**config.mk**
```make
export PLATFORM = sky130hd
export DESIGN_NAME = pwm_signal_decoder_flat
export DESIGN_NICKNAME = d
export VERILOG_FILES = /design/src/rtl/pwm_signal_decoder_pkg.sv /design/src/rtl/pwm_signal_decoder_if.sv /design/src/rtl/pwm_signal_decoder_div.sv /design/src/rtl/pwm_signal_decoder.sv /design/src/flat_wrapper.sv
export SDC_FILE = /design/constraint.sdc
export NUM_CORES = 1
export LEC_CHECK = 0
export BUFFER_PORTS_ARGS = -buffer_cell sky130_fd_sc_hd__buf_2
export CORE_MARGIN = 5
export CORE_UTILIZATION = 30
export CTS_BUF_LIST = sky130_fd_sc_hd__clkbuf_2 sky130_fd_sc_hd__clkbuf_4 sky130_fd_sc_hd__clkbuf_8
export CTS_CLUSTER_SIZE = 40
export DETAILED_ROUTE_END_ITERATION = 12
export SYNTH_ARGS = -nofsm -noshare
export SYNTH_HDL_FRONTEND = slang
export SYNTH_SLANG_ARGS = --single-unit
```
**constraint.sdc**
```tcl
create_clock -name clk -period 4.89 [get_ports clk]
set_input_delay 0.7335 -clock clk [delete_from_list [all_inputs] [get_ports clk]]
set_output_delay 0.7335 -clock clk [all_outputs]
set_load 0.02 [all_outputs]
```
**src/rtl/pwm_signal_decoder_pkg.sv**
```systemverilog
// =====================================================================
// pwm_pkg: shared states and default widths for the PWM signal decoder
// Rev 1.0
// =====================================================================
`default_nettype none

package pwm_pkg;

  localparam int c_DEFAULT_CNT_W  = 8;
  localparam int c_DEFAULT_DUTY_W = 4;

  typedef enum logic [1:0] {
    ST_IDLE    = 2'd0,
    ST_MEASURE = 2'd1,
    ST_DIVIDE  = 2'd2
  } pwm_state_e;

endpackage

`default_nettype wire

```
**src/rtl/pwm_signal_decoder_if.sv**
```systemverilog
// =====================================================================
// pwm_signal_decoder_if: PWM input, enable and measurement result bundle
// Rev 1.0
// =====================================================================
`default_nettype none

interface pwm_signal_decoder_if
  import pwm_pkg::*;
#(
  parameter int CNT_W  = c_DEFAULT_CNT_W,
  parameter int DUTY_W = c_DEFAULT_DUTY_W
) ();

  logic              ena;
  logic              pwm_in;
  logic [CNT_W-1:0]  period;
  logic [CNT_W-1:0]  high_time;
  logic [DUTY_W-1:0] duty;
  logic              valid;
  logic              stuck;

  modport master (
    output ena,
    output pwm_in,
    input  period,
    input  high_time,
    input  duty,
    input  valid,
    input  stuck
  );

  modport slave (
    input  ena,
    input  pwm_in,
    output period,
    output high_time,
    output duty,
    output valid,
    output stuck
  );

endinterface

`default_nettype wire

```
**src/rtl/pwm_signal_decoder_div.sv**
```systemverilog
// =====================================================================
// pwm_duty_div: sequential restoring divider producing the duty code
// Rev 1.0
// =====================================================================
`default_nettype none

module pwm_duty_div
  import pwm_pkg::*;
#(
  parameter int CNT_W  = c_DEFAULT_CNT_W,
  parameter int DUTY_W = c_DEFAULT_DUTY_W
) (
  input  wire logic              clk,
  input  wire logic              rst,
  input  wire logic              start,
  input  wire logic [CNT_W-1:0]  dividend,
  input  wire logic [CNT_W-1:0]  divisor,
  output logic                   done,
  output logic [DUTY_W-1:0]      quotient
);

  localparam int c_STEP_W = (DUTY_W > 1) ? $clog2(DUTY_W) : 1;
  localparam logic [c_STEP_W-1:0] c_LAST_STEP = c_STEP_W'(DUTY_W - 1);

  logic [CNT_W:0]      r_rem;
  logic [CNT_W-1:0]    r_div;
  logic [DUTY_W-1:0]   r_quo;
  logic [c_STEP_W-1:0] r_step;
  logic                r_busy;
  logic                r_sat;

  logic [CNT_W:0]      w_shift;
  logic                w_ge;
  logic [CNT_W:0]      w_rem_next;
  logic [DUTY_W:0]     w_quo_wide;
  logic [DUTY_W-1:0]   w_quo_next;
  logic                w_last;

  // A set top bit means the doubled remainder already exceeds any divisor.
  always_comb begin
    w_shift    = {r_rem[CNT_W-1:0], 1'b0};
    w_ge       = r_rem[CNT_W] | (w_shift >= {1'b0, r_div});
    w_rem_next = w_ge ? (w_shift - {1'b0, r_div}) : w_shift;
    w_quo_wide = {r_quo, w_ge};
    w_quo_next = w_quo_wide[DUTY_W-1:0];
    w_last     = r_busy && (r_step == c_LAST_STEP);
  end

  assign done     = w_last;
  assign quotient = r_sat ? '1 : w_quo_next;

  always_ff @(posedge clk or posedge rst) begin
    if (rst) begin
      r_rem  <= '0;
      r_div  <= '0;
      r_quo  <= '0;
      r_step <= '0;
      r_busy <= 1'b0;
      r_sat  <= 1'b0;
    end else if (start) begin
      r_rem  <= {1'b0, dividend};
      r_div  <= divisor;
      r_quo  <= '0;
      r_step <= '0;
      r_busy <= 1'b1;
      r_sat  <= (dividend >= divisor);
    end else if (r_busy) begin
      r_rem <= w_rem_next;
      r_quo <= w_quo_next;
      if (w_last) begin
        r_busy <= 1'b0;
      end else begin
        r_step <= r_step + c_STEP_W'(1);
      end
    end
  end

endmodule

`default_nettype wire

```
**src/rtl/pwm_signal_decoder.sv**
```systemverilog
// =====================================================================
// pwm_signal_decoder: measures PWM period, high time and duty code
// Rev 1.0
// =====================================================================
`default_nettype none

module pwm_signal_decoder
  import pwm_pkg::*;
#(
  parameter int CNT_W  = c_DEFAULT_CNT_W,
  parameter int DUTY_W = c_DEFAULT_DUTY_W
) (
  input  wire logic           clk,
  input  wire logic           rst,
  pwm_signal_decoder_if.slave bus
);

  localparam logic [CNT_W-1:0] c_CNT_MAX = '1;

  pwm_state_e r_state;
  pwm_state_e w_state_next;

  logic              r_sync1;
  logic              r_s;
  logic              r_s_d;
  logic              w_rise;

  logic [CNT_W-1:0]  r_cnt;
  logic [CNT_W-1:0]  r_hcnt;
  logic              w_cnt_max;

  logic [CNT_W-1:0]  r_per_op;
  logic [CNT_W-1:0]  r_high_op;

  logic              w_capture;
  logic              w_commit;
  logic              w_stuck_evt;
  logic              w_div_done;
  logic [DUTY_W-1:0] w_div_quo;

  logic [CNT_W-1:0]  r_period;
  logic [CNT_W-1:0]  r_high_time;
  logic [DUTY_W-1:0] r_duty;
  logic              r_valid;
  logic              r_stuck;

  always_ff @(posedge clk or posedge rst) begin
    if (rst) begin
      r_sync1 <= 1'b0;
      r_s     <= 1'b0;
      r_s_d   <= 1'b0;
    end else begin
      r_sync1 <= bus.pwm_in;
      r_s     <= r_sync1;
      r_s_d   <= r_s;
    end
  end

  assign w_rise    = r_s & ~r_s_d;
  assign w_cnt_max = (r_cnt == c_CNT_MAX);

  // The rising-edge cycle itself is the first cycle of the new period.
  always_ff @(posedge clk or posedge rst) begin
    if (rst) begin
      r_cnt  <= '0;
      r_hcnt <= '0;
    end else if (!bus.ena) begin
      r_cnt  <= '0;
      r_hcnt <= '0;
    end else if (w_rise) begin
      r_cnt  <= {{(CNT_W-1){1'b0}}, 1'b1};
      r_hcnt <= {{(CNT_W-1){1'b0}}, 1'b1};
    end else begin
      if (!w_cnt_max) begin
        r_cnt <= r_cnt + {{(CNT_W-1){1'b0}}, 1'b1};
      end
      if (r_hcnt != c_CNT_MAX) begin
        r_hcnt <= r_hcnt + {{(CNT_W-1){1'b0}}, r_s};
      end
    end
  end

  always_ff @(posedge clk or posedge rst) begin
    if (rst) begin
      r_state <= ST_IDLE;
    end else begin
      r_state <= w_state_next;
    end
  end

  always_comb begin
    w_state_next = r_state;
    w_capture    = 1'b0;
    w_commit     = 1'b0;
    w_stuck_evt  = 1'b0;
    if (!bus.ena) begin
      w_state_next = ST_IDLE;
    end else begin
      case (r_state)
        ST_IDLE: begin
          if (w_rise) begin
            w_state_next = ST_MEASURE;
          end else if (w_cnt_max && !r_stuck) begin
            w_stuck_evt = 1'b1;
          end
        end
        ST_MEASURE: begin
          // A saturated count is not a valid period, even if an edge lands now.
          if (w_cnt_max) begin
            w_stuck_evt  = !r_stuck;
            w_state_next = ST_IDLE;
          end else if (w_rise) begin
            w_capture    = 1'b1;
            w_state_next = ST_DIVIDE;
          end
        end
        ST_DIVIDE: begin
          if (w_div_done) begin
            w_commit     = 1'b1;
            w_state_next = ST_MEASURE;
          end
        end
        default: w_state_next = ST_IDLE;
      endcase
    end
  end

  always_ff @(posedge clk or posedge rst) begin
    if (rst) begin
      r_per_op  <= '0;
      r_high_op <= '0;
    end else if (w_capture) begin
      r_per_op  <= r_cnt;
      r_high_op <= r_hcnt;
    end
  end

  pwm_duty_div #(
    .CNT_W  (CNT_W),
    .DUTY_W (DUTY_W)
  ) u_div (
    .clk      (clk),
    .rst      (rst),
    .start    (w_capture),
    .dividend (r_hcnt),
    .divisor  (r_cnt),
    .done     (w_div_done),
    .quotient (w_div_quo)
  );

  always_ff @(posedge clk or posedge rst) begin
    if (rst) begin
      r_period    <= '0;
      r_high_time <= '0;
      r_duty      <= '0;
      r_valid     <= 1'b0;
      r_stuck     <= 1'b0;
    end else begin
      r_valid <= 1'b0;
      if (w_commit) begin
        r_period    <= r_per_op;
        r_high_time <= r_high_op;
        r_duty      <= w_div_quo;
        r_valid     <= 1'b1;
        r_stuck     <= 1'b0;
      end else if (w_stuck_evt) begin
        r_period    <= '0;
        r_high_time <= '0;
        r_duty      <= r_s ? '1 : '0;
        r_valid     <= 1'b1;
        r_stuck     <= 1'b1;
      end
    end
  end

  assign bus.period    = r_period;
  assign bus.high_time = r_high_time;
  assign bus.duty      = r_duty;
  assign bus.valid     = r_valid;
  assign bus.stuck     = r_stuck;

endmodule

`default_nettype wire
```
**src/flat_wrapper.sv**
```systemverilog
// flat-port wrapper written by rule: the top's interface ports become plain ports
module pwm_signal_decoder_flat import pwm_pkg::*;
#(
  parameter int CNT_W  = c_DEFAULT_CNT_W,
  parameter int DUTY_W = c_DEFAULT_DUTY_W
)
  (clk, rst, bus_ena, bus_pwm_in, bus_period, bus_high_time, bus_duty, bus_valid, bus_stuck);
  pwm_signal_decoder_if #(.CNT_W(CNT_W), .DUTY_W(DUTY_W)) bus_i ();
  input  wire logic clk;
  input  wire logic rst;
  input wire logic [$bits(bus_i.ena)-1:0] bus_ena;
  input wire logic [$bits(bus_i.pwm_in)-1:0] bus_pwm_in;
  output wire logic [$bits(bus_i.period)-1:0] bus_period;
  output wire logic [$bits(bus_i.high_time)-1:0] bus_high_time;
  output wire logic [$bits(bus_i.duty)-1:0] bus_duty;
  output wire logic [$bits(bus_i.valid)-1:0] bus_valid;
  output wire logic [$bits(bus_i.stuck)-1:0] bus_stuck;
  assign bus_i.ena = bus_ena;
  assign bus_i.pwm_in = bus_pwm_in;
  assign bus_period = bus_i.period;
  assign bus_high_time = bus_i.high_time;
  assign bus_duty = bus_i.duty;
  assign bus_valid = bus_i.valid;
  assign bus_stuck = bus_i.stuck;
  pwm_signal_decoder #(.CNT_W(CNT_W), .DUTY_W(DUTY_W)) u_core (.clk(clk), .rst(rst), .bus(bus_i));
endmodule
```
## After elaboration in Yosys (flattened, before gate mapping)

Index checks and enable logic that the tools add are counted.

- Add/sub/neg operators: 4
- Magnitude comparators: 2
- Equality and inequality tests: 11
- Mux-type cells: 46
- Bitwise operators: 3
- Reduce and logical (&&, ||, !) cells: 8

Operator list:

| kind | count |
|---|---|
| 8-bit two-way mux | 9 |
| 9-bit two-way mux | 3 |
| 1-bit two-way mux | 18 |
| 2-bit two-way mux | 8 |
| 4-bit two-way mux | 4 |
| 9-bit by 8-bit >= comparator with 1-bit output | 1 |
| 9-bit by 8-bit subtractor with 9-bit output | 1 |
| 8-bit by 1-bit adder with 8-bit output | 1 |
| 8-bit by 1-bit adder with 8-bit output, second input constant | 1 |
| 8-bit equality test, second input constant | 1 |
| 8-bit >= comparator | 1 |
| 8-bit != test, second input constant | 1 |
| 3-bit two-way mux | 2 |
| 3-bit by 2-bit != test with 1-bit output, second input constant | 2 |
| 2-bit case mux with 3 select lines | 1 |
| 2-bit equality test, second input constant | 2 |
| 4-bit by 2-bit != test with 1-bit output, second input constant | 1 |
| 2-bit nonzero test | 2 |
| 3-bit by 1-bit != test with 1-bit output, second input constant | 1 |
| 3-bit != test, second input constant | 1 |
| 3-bit AND reduction | 1 |
| 2-bit by 1-bit adder with 2-bit output, second input constant | 1 |
| 2-bit by 1-bit equality test with 1-bit output, second input constant | 1 |
| 1-bit logical AND | 2 |
| 8 further kinds | 8 |

- Flip-flop bits (word level): 75
- Input port bits: 4
- Output and inout bits: 22
- Logic and storage cells: 92

## Depth between registers and ports, before layout

Gate-level depths: netlist of run 1.

- Depth after elaboration: 8
- Gate-level depth with buffers: 10
- Gate-level depth less buffers: 9

## Hierarchy

Synthesis of run 1 repeated with hierarchy kept, for this count alone.

- Cell total of the unflattened synthesis: 428
- Area total of the unflattened synthesis: 4,275.4 um^2

Modules (own cells, without submodules):

| module | instances | cells an instance | area each (um^2) | sequential area each (um^2) |
|---|---|---|---|---|
| pwm_signal_decoder | 1 | 232 | 2,563.7 | 1,476.4 |
| pwm_duty_div | 1 | 196 | 1,711.6 | 600.6 |

## Worst setup path before layout of run 1

Ideal clock, no wire load.

- Path type: register -> register
- Start point: reg u_core.r_per_op[1] (netlist name)
- End point: reg u_core.u_div.r_rem[5]
- Setup time: 0.087 ns
- Arrival: 1.950 ns
- Required time: 4.803 ns
- Path slack: 2.853 ns
- Stages on the path, launching flop included: 11
- Buffers on the path: 1
- Clock period less this slack: 2.037 ns
- Cell sequence: dfrtp_1 -> inv_1 -> ha_1 -> ha_1 -> nor2_1 -> a21boi_0 -> o21ai_2 -> and2_1 -> clkbuf_2 -> or3b_1 -> a22oi_1

RTL lines:

| what | line | source |
|---|---|---|
| end signal: assignment | pwm_signal_decoder_div.sv:61 | `r_rem <= {1'b0, dividend};` |
| end signal: assignment | pwm_signal_decoder_div.sv:68 | `r_rem <= w_rem_next;` |
| end: declaration | pwm_signal_decoder_div.sv:25 | `logic [CNT_W:0] r_rem;` |

## Worst setup path in the final report of run 1

- Start point: reg u_core.r_cnt[0]
- End point: reg u_core.u_div.r_rem[5]

- Word-level cells in the longest chain between the ends: 5
- Elaborated cells between the ends (all ways): 6
- Classes of those cells: 1 x eq/ne; 4 x mux; 1 x reduce/logical

RTL lines:

| what | line | source |
|---|---|---|
| start: declaration | pwm_signal_decoder.sv:28 | `logic [CNT_W-1:0] r_cnt;` |
| start signal: assignment | pwm_signal_decoder.sv:71 | `r_cnt <= {{(CNT_W-1){1'b0}}, 1'b1};` |
| start signal: assignment | pwm_signal_decoder.sv:75 | `r_cnt <= r_cnt + {{(CNT_W-1){1'b0}}, 1'b1};` |
| 8-bit equality test * | pwm_signal_decoder.sv:60 | `assign w_cnt_max = (r_cnt == c_CNT_MAX);` |
| 1-bit two-way mux * | pwm_signal_decoder.sv:109 | `if (w_cnt_max) begin` |
| 1-bit two-way mux * | pwm_signal_decoder.sv:99 | `case (r_state)` |
| 1-bit two-way mux * | pwm_signal_decoder.sv:96 | `if (!bus.ena) begin` |
| 9-bit two-way mux / 2-bit nonzero test (equally long branches) | - |  |

Mark *: on every way between the ends. The rest lies on a longest branch, timed or not.
A chain may end at the register's enable or synchronous reset.

==> results of run 1 <==
-- per-layer routing --
layer  share of wire, %  wire, um  up-vias  GRT usage [%]
li1                   -         -     1419              -
met1                 46      4030     1430           17.1
met2                 47      4130       75           20.2
met3                5.7       501       12           2.41
met4                1.4       123        0           3.57
met5                  0         0        -              0
-- synthesized netlist by cell type (2+ instances only) --
| cell type | n | area (um^2) |
|---|---|---|
| and2_1 | 3 | 18.8 |
| and3_1 | 2 | 12.5 |
| dfrtp_1 | 75 | 1880 |
| or3_1 | 3 | 18.8 |
| mux2i_1 | 6 | 60.1 |
| ha_1 | 20 | 250 |
| a31oi_1 | 2 | 12.5 |
| a21oi_1 | 25 | 125 |
| nand2b_1 | 7 | 43.8 |
| a21o_1 | 2 | 15.0 |
| nand2_1 | 49 | 184 |
| nand4_1 | 4 | 25.0 |
| xnor2_1 | 2 | 17.5 |
| clkbuf_1 | 9 | 33.8 |
| a22oi_1 | 5 | 37.5 |
| a211oi_1 | 2 | 15.0 |
| nor3_1 | 10 | 50.1 |
| o21a_1 | 2 | 15.0 |
| nor2_1 | 34 | 128 |
| a22o_1 | 7 | 61.3 |
| buf_2 | 5 | 25.0 |
| o21ai_0 | 43 | 215 |
| inv_1 | 23 | 86.3 |
| nor2b_1 | 2 | 12.5 |
| nor3_2 | 2 | 20.0 |
| o21ai_1 | 2 | 10.0 |
| xor2_1 | 6 | 52.6 |
| o211ai_1 | 3 | 22.5 |
| a21boi_0 | 3 | 22.5 |
| nand3_1 | 12 | 60.1 |
-- registers in the layout, indices dropped and copies added (netlist names) --
register,flops
u_core.r_s,1
u_core.bus.period,8
u_core.u_div.r_busy,1
u_core.u_div.r_rem,9
u_core.u_div.r_quo,3
u_core.r_high_op,8
u_core.r_state,2
u_core.r_s_d,1
u_core.u_div.r_step,2
u_core.r_hcnt,8
u_core.bus.duty,4
u_core.r_sync1,1
u_core.r_per_op,8
u_core.bus.valid,1
u_core.u_div.r_sat,1
u_core.bus.stuck,1
u_core.r_cnt,8
u_core.bus.high_time,8
-- through the flow --
stage / worst slack (ps) / total power [W] / hold slack (ps) / cells / instance area, um^2
4_1_cts: 2420 / 0.00197 / 356 / 588 / 4280
5_1_grt: 2200 / 0.00210 / 377 / 588 / 4280
3_5_place_dp: 2340 / 0.00137 / 337 / 572 / 4030
2_1_floorplan: 2250 / 0.00122 / 331 / 392 / 3740
3_3_place_gp: 2430 / 0.00135 / 333 / 572 / 4030
6_report: 2390 / 0.00196 / 352 / 588 / 4280
-- cell type report --
class | instances | area, um^2 | share of cell area [%]
inverter | 23 | 86.3 | 2.02
multi-input combinational | 278 | 1710 | 40.0
timing repair buffer | 28 | 148 | 3.45
tap | 168 | 210 | 4.91
clock inverter | 7 | 124 | 2.90
clock buffer | 9 | 124 | 2.90
sequential | 75 | 1880 | 43.9
-- path summary, 6_finish.rpt --
check | cells after the start | endpoint | from
hold / removal | 0 | u_core.r_s | u_core.r_sync1
hold reg to reg | 0 | u_core.r_s | u_core.r_sync1
setup / recovery | 7 | u_core.u_div.r_rem[5] | u_core.r_cnt[0]
min in group asynchronous | 2 | u_core.bus.duty[3] | rst
max in group asynchronous | 3 | u_core.u_div.r_quo[1] | rst
setup reg to reg | 7 | u_core.u_div.r_rem[5] | u_core.r_cnt[0]
-- power groups by stage --
| stage | logic (W) | registers [W] | clock network (W) |
|---|---|---|---|
| floorplan | 0.000439 | 0.000785 | 0 |
| global placement | 0.000549 | 0.000805 | 0 |
| detailed placement | 0.000565 | 0.000807 | 0 |
| CTS | 0.000570 | 0.000796 | 0.000603 |
| global route | 0.000649 | 0.000810 | 0.000639 |
| finish | 0.000570 | 0.000797 | 0.000594 |
-- cells by family (layout without fill, tap and decap cells) --
kind of cell | Yosys count | after routing | synth area share, %
AO/OA/AOI/OAI | 106 | 106 | 17.1
XOR/XNOR | 8 | 8 | 1.87
adder cells (fa/ha/maj) | 21 | 21 | 7.23
multiplexers | 6 | 6 | 1.61
flip-flops | 75 | 75 | 50.2
AND/OR/NAND/NOR | 137 | 137 | 17.7
buffers and inverters | 39 | 67 | 4.22
-- worst max-delay path, cell delays in order (launching register included) --
cell and delay (ps):
dfrtp_1 470, ha_1 260, nand4_2 160, o21ai_1 380, or3_1 560, nand2_1 250, a21oi_1 190, a22oi_1 100
==> results by group, run 1 <==
STA
  – Fmax: about 400 MHz
  – Max Slew Vio Count: 0
  – Hold Violations, Final: 0
  – Final Cycle Share: between 50% and 60%
  – Minimum period implied by the final worst setup slack: roughly 2500 ps
  – Worst Skew: roughly 7 ps
  – RSZ-0062 raised after global routing: false
  – Slew HR: about two fifths
  – Setup TNS: 0 ps
  – Worst slew pin tran: ~890 ps
  – Setup-failing EPs final: 0

Global routing
  – First-pass GRT wire length: between 10,000 and 15,000 um
  – Number of global-route vias before repair: 2,883
  – Grt ovf: 0
  – Initial antenna violation count: 0
  – Global router's overall resource usage: between 10% and 20%
  – Largest net degree at the start of global routing: 44

Critical path
  – Endpoint class of the critical path: flop
  – Crit-path max FO: 16
  – Critical setup path kind: flop to flop
  – Reg2reg setup slack: roughly 2400 ps
  – Worst Setup Start Kind: flop
  – CP Data Required Time: 5130 ps
  – CP Data Arrival Time: roughly 2700 ps

Clocking
  – Cts repair resizes: 0
  – H-tree depth: 3
  – CTS Buf Count: 9
  – Post-CTS Hold Fix Bufs: 0
  – TritonCTS clock tree: built
  – Clk sinks: 75
  – Max Buffers Root-to-Sink: 2
  – CTS clk-pin slew, worst paths: roughly 90 ps
  – CTS root buf: clkbuf_8
  – Clk_lat worst skew: roughly 350 ps
  – Post-CTS Setup Repair Bufs: 0

Cells and area
  – Commonest non-fill, non-tap cell in the layout: dfrtp_1
  – # nets final: 440
  – Share of layout cells above drive strength 1: around an eighth
  – Area delta synth->final: 14.5%
  – Fillcell total: about 1,300
  – Leading cell types in the layout, fill and taps excluded: dfrtp_1 (75), nand2_1 (49), o21ai_0 (43), nor2_1 (34)
  – Ant. Diodes: 0
  – Final core utilization: 35.3%

Floorplanning
  – Die X: approximately 120 um
  – # IOs: 26
  – Initial Utilization: a little under a third
  – Die area: around 0.015 mm^2
  – Vert. Die Dim: between 100 and 150 um
  – Cell row count: 40
  – Core box area: between 0.01 and 0.015 mm^2

Power and ir drop
  – Leak: between 1.5 and 2 nW
  – Part of the power in registers: about 41%
  – Maximum VDD drop: approximately 0.15 mV
  – Switching Share: between 30% and 40%
  – NetSw: 0.000671 W
  – Logic pwr share: 29.0%
  – PwrDens: around 460 mW/mm^2
  – Pint: ~0.0013 W
  – Clock power share: a little under a third

Status
  – Run status: completed

Detailed routing
  – Number of remaining DRC errors: 0
  – Routed via count: around 2,900
  – Antenna-violating nets left: 0
  – Post-detailed-route wirelength per cell: roughly 15 um
  – Drt pass-1 iters: 5
  – Routed vias/inst: 4.99
  – Final wirelength: between 8000 and 9000 um
  – Initial DRC Count: ~150

Yosys
  – Mapped Nets: between 400 and 500
  – Avg Synthesized Cell Area: ~9.5 um^2
  – Post-synthesis cell type count: 52
  – Post-synthesis sequential area ratio: 50.2%
  – Post-synth top flop: dfrtp_1
  – Mapped cell area: about 0.0037 mm^2
  – Yosys synthesis warning count: 0
  – #FFs+latches synth: 75
  – Mapped Cells: 392
  – Post-synth EDFFs: 0
  – Async S/R FF share, synth: 100%

Run
  – Max Cap Violations: 0

Placed design
  – DPL Wire Length: about 6400 um
  – GPL Wtd Cong: about 0.85
  – PortBufs: 25

Worst hold path
  – Worst Hold Class: flop to flop
Note: power is estimated with default switching activity, not from simulation.
==> inputs of run 2 (changes only) <==
--- a/config.mk
+++ b/config.mk
@@ -5,6 +5,7 @@
 export SDC_FILE = /design/constraint.sdc
 export NUM_CORES = 1
 export LEC_CHECK = 0
+export ABC_AREA = 1
 export BUFFER_PORTS_ARGS = -buffer_cell sky130_fd_sc_hd__buf_2
 export CORE_MARGIN = 5
 export CORE_UTILIZATION = 30
==> constraint.sdc (replaced) <==
create_clock -name clk -period 2.5 [get_ports clk]
set_input_delay 0.375 -clock clk [delete_from_list [all_inputs] [get_ports clk]]
set_output_delay 0.375 -clock clk [all_outputs]
set_load 0.02 [all_outputs]
==> results by group, run 2 <==
STA
  – Setup-failing EPs final: 0
  – Hold Slack: between 100 and 150 ps
  – Max Slew Vio Count: 0
  – Final Cycle Share: ~80%
  – Minimum period implied by the final worst setup slack: approximately 2000 ps
  – Fmax: around 500 MHz
  – RSZ-0062 raised after global routing: false
  – Hold Violations, Final: 0
  – Worst Skew: 9.63 ps
  – Worst slew pin tran: about 600 ps
  – Slew HR: approximately 60%
  – Setup TNS: 0 ps

Cells and area
  – Commonest non-fill, non-tap cell in the layout: nand2_1
  – Number of flip-flops in the largest register: 9
  – Share of layout cells above drive strength 1: a little under a fifth
  – Leading cell types in the layout, fill and taps excluded: nand2_1 (114), dfrtp_1 (75), inv_1 (60), nand3_1 (40), buf_2 (25)
  – Area delta synth->final: 13.3%
  – Final core utilization: between 30% and 40%
  – # nets final: approximately 530
  – Layout Cells excl Fill: 685
  – Ant. Diodes: 0
  – Largest Register: u_core.u_div.r_rem

Floorplanning
  – # IOs: 26
  – Core box area: about 0.013 mm^2
  – Die X: 126 um
  – Die area: approximately 0.016 mm^2
  – Vert. Die Dim: around 130 um
  – Initial Utilization: around 30%
  – Cell row count: between 40 and 50

Critical path
  – Crit-path max FO: 43
  – CP Data Arrival Time: 2260 ps
  – Critical setup path kind: flop to flop
  – Worst Setup Start Kind: flop
  – CP Data Required Time: ~2800 ps
  – Endpoint class of the critical path: flop

Yosys
  – Mapped Nets: between 400 and 500
  – Top-count cell post-synth: nand2_1
  – Post-synthesis sequential area ratio: 46.6%
  – Post-Synth Simple-Gate Area: roughly a quarter
  – Avg Synthesized Cell Area: between 8 and 9 um^2
  – Post-synth top cells: nand2_1 (114), dfrtp_1 (75), inv_1 (61), nand3_1 (40), o21ai_1 (23)
  – Yosys synthesis warning count: 0
  – Yosys top cell area share: a little under half
  – Post-Synth Adder-Cell Area: ~6.7%
  – Multiplexer area fraction after synthesis: 0%
  – Post-synthesis cell type count: 39
  – Mapped Cells: around 470
  – Synth Area in Compound Gates: between 10% and 20%
  – Async S/R FF share, synth: between 90% and 100%
  – Synth area leader: dfrtp_1
  – Mapped cell area: around 0.0040 mm^2
  – Ranking of synthesized cells by area: dfrtp_1 (47%), nand2_1 (11%), ha_1 (6.2%), inv_1 (5.7%), nand3_1 (5.0%)
  – #FFs+latches synth: 75
  – Post-synthesis xor/xnor area fraction: 0.652%
  – Post-synth EDFFs: 0
  – Post-synth top flop: dfrtp_1
  – Main combinational cell family by area after synthesis: simple AND/OR/NAND/NOR gates

Clocking
  – H-tree depth: 3
  – Clk_lat worst skew: about 360 ps
  – TritonCTS clock tree: built
  – CTS root buf: clkbuf_8
  – Max Buffers Root-to-Sink: 2
  – Clk sinks: 75
  – CTS Buf Count: 9
  – CTS clk-pin slew, worst paths: about 80 ps
  – Cts repair resizes: 0
  – Post-CTS Setup Repair Bufs: 0

Placed design
  – GPL Wtd Cong: about 0.86
  – DP Cell Count: 668
  – PortBufs: 25
  – DPL Wire Length: 6790 um

Global routing
  – Largest net degree at the start of global routing: between 40 and 50
  – First-pass GRT wire length: 15,600 um
  – Number of global-route vias before repair: ~3,200
  – Grt ovf: 0
  – Global router's overall resource usage: about 12%
  – Initial antenna violation count: 0

Detailed routing
  – Final wirelength: about 8900 um
  – Antenna-violating nets left: 0
  – Post-detailed-route wirelength per cell: ~13 um
  – Number of remaining DRC errors: 0
  – Routed vias/inst: about 4.5
  – Initial DRC Count: ~200
  – Drt pass-1 iters: 4
  – Routed via count: about 3,100

Power and ir drop
  – Final Power: around 0.0039 W
  – Maximum VDD drop: 0.263 mV
  – PwrDens: about 870 mW/mm^2
  – Leak: approximately 2.2 nW

Status
  – Run status: completed

Worst hold path
  – Worst Hold Class: input pin to flop

Run
  – Max Cap Violations: 0
run 2: changes by cell type after synthesis, moves of 7 or more:
cell / delta
nand2_1: +65
inv_1: +38
nand3_1: +28
o21ai_0: -23
o21ai_1: +21
nor2_1: -13
nand3_2: +10
clkbuf_1: -9
a21oi_1: -8
o21ai_2: +8
a22o_1: -7
nand2b_1: -7
run 2: final cells by class:
type | instances | area (um^2)
Timing Repair Buffer | 32 | 180
Clock buffer | 11 | 145
Tap cell | 176 | 220
Fill cell | 1389 | 8620
Sequential cell | 75 | 1880
Inverter | 69 | 260
Clock inverter | 5 | 86.3
Multi-Input combinational cell | 317 | 1800
run 2: final timing paths:
path                                 start                     to  slack (ps)  cells after the start
max in group asynchronous              rst  u_core.u_div.r_rem[7]        1430                      4
min                             bus_pwm_in         u_core.r_sync1         120                      1
min reg2reg                 u_core.r_sync1             u_core.r_s         360                      0
min in group asynchronous              rst    u_core.r_high_op[3]         470                      3
max                        u_core.r_cnt[0]  u_core.u_div.r_rem[6]         490                      9
max reg2reg                u_core.r_cnt[0]  u_core.u_div.r_rem[6]         490                      9
run 2: metal layers:
metal  vias to the layer above  global-route usage [%]  routed length [um]
met5                         -                       0                   0
met4                         0                    4.79                 241
met3                        15                    3.47                 509
met2                        56                    18.0                3870
met1                      1442                    16.6                4290
li1                       1602                       -                   -
run 2: logic make-up (layout without fill, tap and decap cells):
| group | Yosys count | count (layout) |
|---|---|---|
| flip-flops | 75 | 75 |
| AO/OA/AOI/OAI | 84 | 84 |
| buffers and inverters | 79 | 117 |
| XOR/XNOR | 3 | 3 |
| AND/OR/NAND/NOR | 209 | 209 |
| adder cells (fa/ha/maj) | 21 | 21 |
run 2: repair_timing:
action,in CTS,in global routing
hold endpoints to repair,9,0
hold buffers,1,0
endpoints found under the setup margin,0,0
run 2: through the flow:
step / area, um^2 / setup WS (ps)
6_report: 4570 / 492
5_1_grt: 4570 / 287
4_1_cts: 4570 / 507
3_5_place_dp: 4320 / 519
3_3_place_gp: 4320 / 572
2_1_floorplan: 4030 / 215
run 2: worst max-delay path: stages, from the launching register on:
cell     delay [ps]
dfrtp_1         420
ha_1            230
nand2_1         100
nor2_2           60
nand2_4         120
nand3_4         390
nand2_1         340
o22ai_1         100
inv_1            70
nand2_1          60
run 2: report_power, final:
part | total [W] | switching [W] | leakage, nW | internal [W]
registers | 0.00151 | 0.000127 | 1.01 | 0.00138
clock network | 0.00107 | 0.000462 | 0.117 | 0.000606
logic | 0.00137 | 0.000876 | 1.11 | 0.000495
total | 0.00395 | 0.00146 | 2.23 | 0.00248
==> inputs of run 3 (changes only) <==
--- a/config.mk
+++ b/config.mk
@@ -5,7 +5,7 @@
 export SDC_FILE = /design/constraint.sdc
 export NUM_CORES = 1
 export LEC_CHECK = 0
-export ABC_AREA = 1
+export ABC_AREA = 0
 export BUFFER_PORTS_ARGS = -buffer_cell sky130_fd_sc_hd__buf_2
 export CORE_MARGIN = 5
 export CORE_UTILIZATION = 30
==> constraint.sdc (replaced) <==
create_clock -name clk -period 2.06 [get_ports clk]
set_input_delay 0.309 -clock clk [delete_from_list [all_inputs] [get_ports clk]]
set_output_delay 0.309 -clock clk [all_outputs]
set_load 0.02 [all_outputs]
==> results by group, run 3 (synthesis gave the netlist of run 1 again) <==
Clocking
  – CTS root buf: clkbuf_8
  – Max Buffers Root-to-Sink: 2
  – Clk_lat worst skew: 360 ps
  – H-tree depth: 3
  – Clk sinks: 75
  – CTS Buf Count: 9
  – Post-CTS Hold Fix Bufs: 0
  – TritonCTS clock tree: built
  – CTS clk-pin slew, worst paths: ~90 ps

Cells and area
  – Share of layout cells above drive strength 1: 21.5%
  – Ant. Diodes: 0
  – # nets final: roughly 470
  – Leading cell types in the layout, fill and taps excluded: dfrtp_1 (75), nand2_1 (48), o21ai_0 (43), nor2_1 (34), buf_4 (31)
  – Final Instance Area: around 0.0046 mm^2
  – Number of flip-flops in the largest register: 9
  – Area delta synth->final: 22.8%
  – Final core utilization: a little under two fifths
  – Largest Register: u_core.u_div.r_rem
  – Fillcell total: between 1,000 and 1,500
  – Commonest non-fill, non-tap cell in the layout: dfrtp_1

Placed design
  – Placed cell areas: roughly 0.0043 mm^2
  – GPL Wtd Cong: about 0.93
  – PortBufs: 25
  – Dpl ws: -51.4 ps
  – DPL Wire Length: 6530 um

Power and ir drop
  – PwrDens: roughly 1000 mW/mm^2
  – Part of the power in registers: 38.7%
  – Switching Share: 34.3%
  – NetSw: 0.00165 W
  – Leak: 2.12 nW
  – Pint: about 0.0032 W
  – Maximum VDD drop: ~0.36 mV
  – Clock power share: about a quarter
  – Logic pwr share: 34.7%

Worst hold path
  – Worst Hold Class: input pin to async pin

Critical path
  – CP Data Required Time: around 2300 ps
  – Reg2reg setup slack: a little under 50 ps
  – Critical setup path kind: flop to flop
  – Endpoint class of the critical path: flop
  – Most common cell on crit path: a21oi_1
  – Slowest CP cell: or4_4
  – Critical Path, Cell by Cell: ha_2 -> nand4_2 -> or2_4 -> or4_4 -> a21oi_1 -> a21oi_1
  – CP Data Arrival Time: between 2000 and 2500 ps
  – Crit-path max FO: 4
  – Worst Setup Start Kind: flop
  – Largest stage delay, worst path: 540 ps

STA
  – RSZ-0062 raised after global routing: true
  – Hold Violations, Final: 0
  – Worst Skew: a little under 9 ps
  – Worst Setup Slack, final: a little under 50 ps
  – Slew HR: 74.1%
  – Setup-failing EPs final: 0
  – Minimum period implied by the final worst setup slack: roughly 2000 ps
  – Max Slew Vio Count: 0
  – Fmax: between 400 and 500 MHz
  – Final Cycle Share: ~98%
  – Worst slew pin tran: 389 ps

Global routing
  – Largest net degree at the start of global routing: 76
  – First-pass GRT wire length: approximately 15,000 um
  – Initial antenna violation count: 0
  – Grt ovf: 0
  – Global router's overall resource usage: around an eighth
  – Number of global-route vias before repair: 2,871

Detailed routing
  – Initial DRC Count: 211
  – Antenna-violating nets left: 0
  – Routed vias/inst: 4.84
  – Final wirelength: 8940 um
  – Drt pass-1 iters: 4
  – Post-detailed-route wirelength per cell: roughly 14 um
  – Number of remaining DRC errors: 0
  – Routed via count: 2,999

Floorplanning
  – Core box area: roughly 0.012 mm^2
  – Vert. Die Dim: between 100 and 150 um
  – Die area: 0.0148 mm^2
  – Die X: 122 um
  – Cell row count: 40
  – # IOs: 26
  – Initial Utilization: 30.9%

Status
  – Run status: completed

Run
  – Max Cap Violations: 0
run 3: cell count changes in the layout (fill, tap and decap cells not counted), sizes merged, moves of 5 or more:
cell and delta:
nor2 +8, a22o +7, nor3 +6, nand2 -72, o21ai -7, buf +28
nand3 -40, inv -43, mux2i +6, clkinv -5, nand2b +7
run 3: layout make-up:
class | count | area [um^2] | area share [%]
Clock buffer | 9 | 124 | 2.70
Inverter | 23 | 90.1 | 1.96
Multi-Input combinational cell | 278 | 1770 | 38.6
Clock inverter | 7 | 100 | 2.18
Timing Repair Buffer | 59 | 418 | 9.11
Tap cell | 168 | 210 | 4.58
Sequential cell | 75 | 1880 | 40.9
run 3: stage by stage:
step | power, W | hold WS, ps | instances | TNS [ps]
2_1_floorplan | 0.00291 | 331 | 392 | 0
3_3_place_gp | 0.00339 | 333 | 601 | -46.8
3_5_place_dp | 0.00344 | 336 | 601 | -138
4_1_cts | 0.00474 | 36.2 | 617 | 0
5_1_grt | 0.00514 | 38.4 | 619 | -55.3
6_report | 0.00482 | 45.1 | 619 | 0
run 3: metal layers:
metal / global-route usage, % / share of wire [%] / vias to the layer above
li1: - / - / 1482
met1: 16.9 / 46 / 1439
met2: 20.1 / 47 / 64
met3: 2.60 / 5.4 / 14
met4: 5.60 / 1.8 / 0
met5: 0 / 0 / -
run 3: power groups by stage:
stage / logic, W / registers [W] / clock network [W]
after global routing: 0.00187 / 0.00189 / 0.00138
after CTS: 0.00156 / 0.00185 / 0.00132
after floorplan: 0.00104 / 0.00186 / 0
after detailed placement: 0.00156 / 0.00188 / 0
final: 0.00167 / 0.00186 / 0.00128
after global placement: 0.00152 / 0.00187 / 0
run 3: critical path, delay by kind of cell, from the launching register on:
kind            cells  cell delay [ps]
compound gates      2              250
flops               1              400
fa+ha+maj           1              240
simple gates        3             1000
run 3: final timing paths:
kind,startpoint,end,depth (start not counted)
setup / recovery,u_core.r_cnt[0],u_core.bus.duty[1],6
hold / removal,rst,u_core.bus.duty[2],3
setup reg to reg,u_core.r_cnt[0],u_core.bus.duty[1],6
max in group asynchronous,rst,u_core.r_per_op[2],3
hold reg to reg,u_core.r_sync1,u_core.r_s,0
min in group clk,bus_pwm_in,u_core.r_sync1,1
run 3: what timing repair did:
item                                    4_1_cts  5_1_grt
cloned                                        0        0
endpoints found under the hold margin         0        0
endpoints found under the setup margin        4       26
pin swaps                                     0        3
setup buffers                                 0        2
gates resized for setup                       2       16
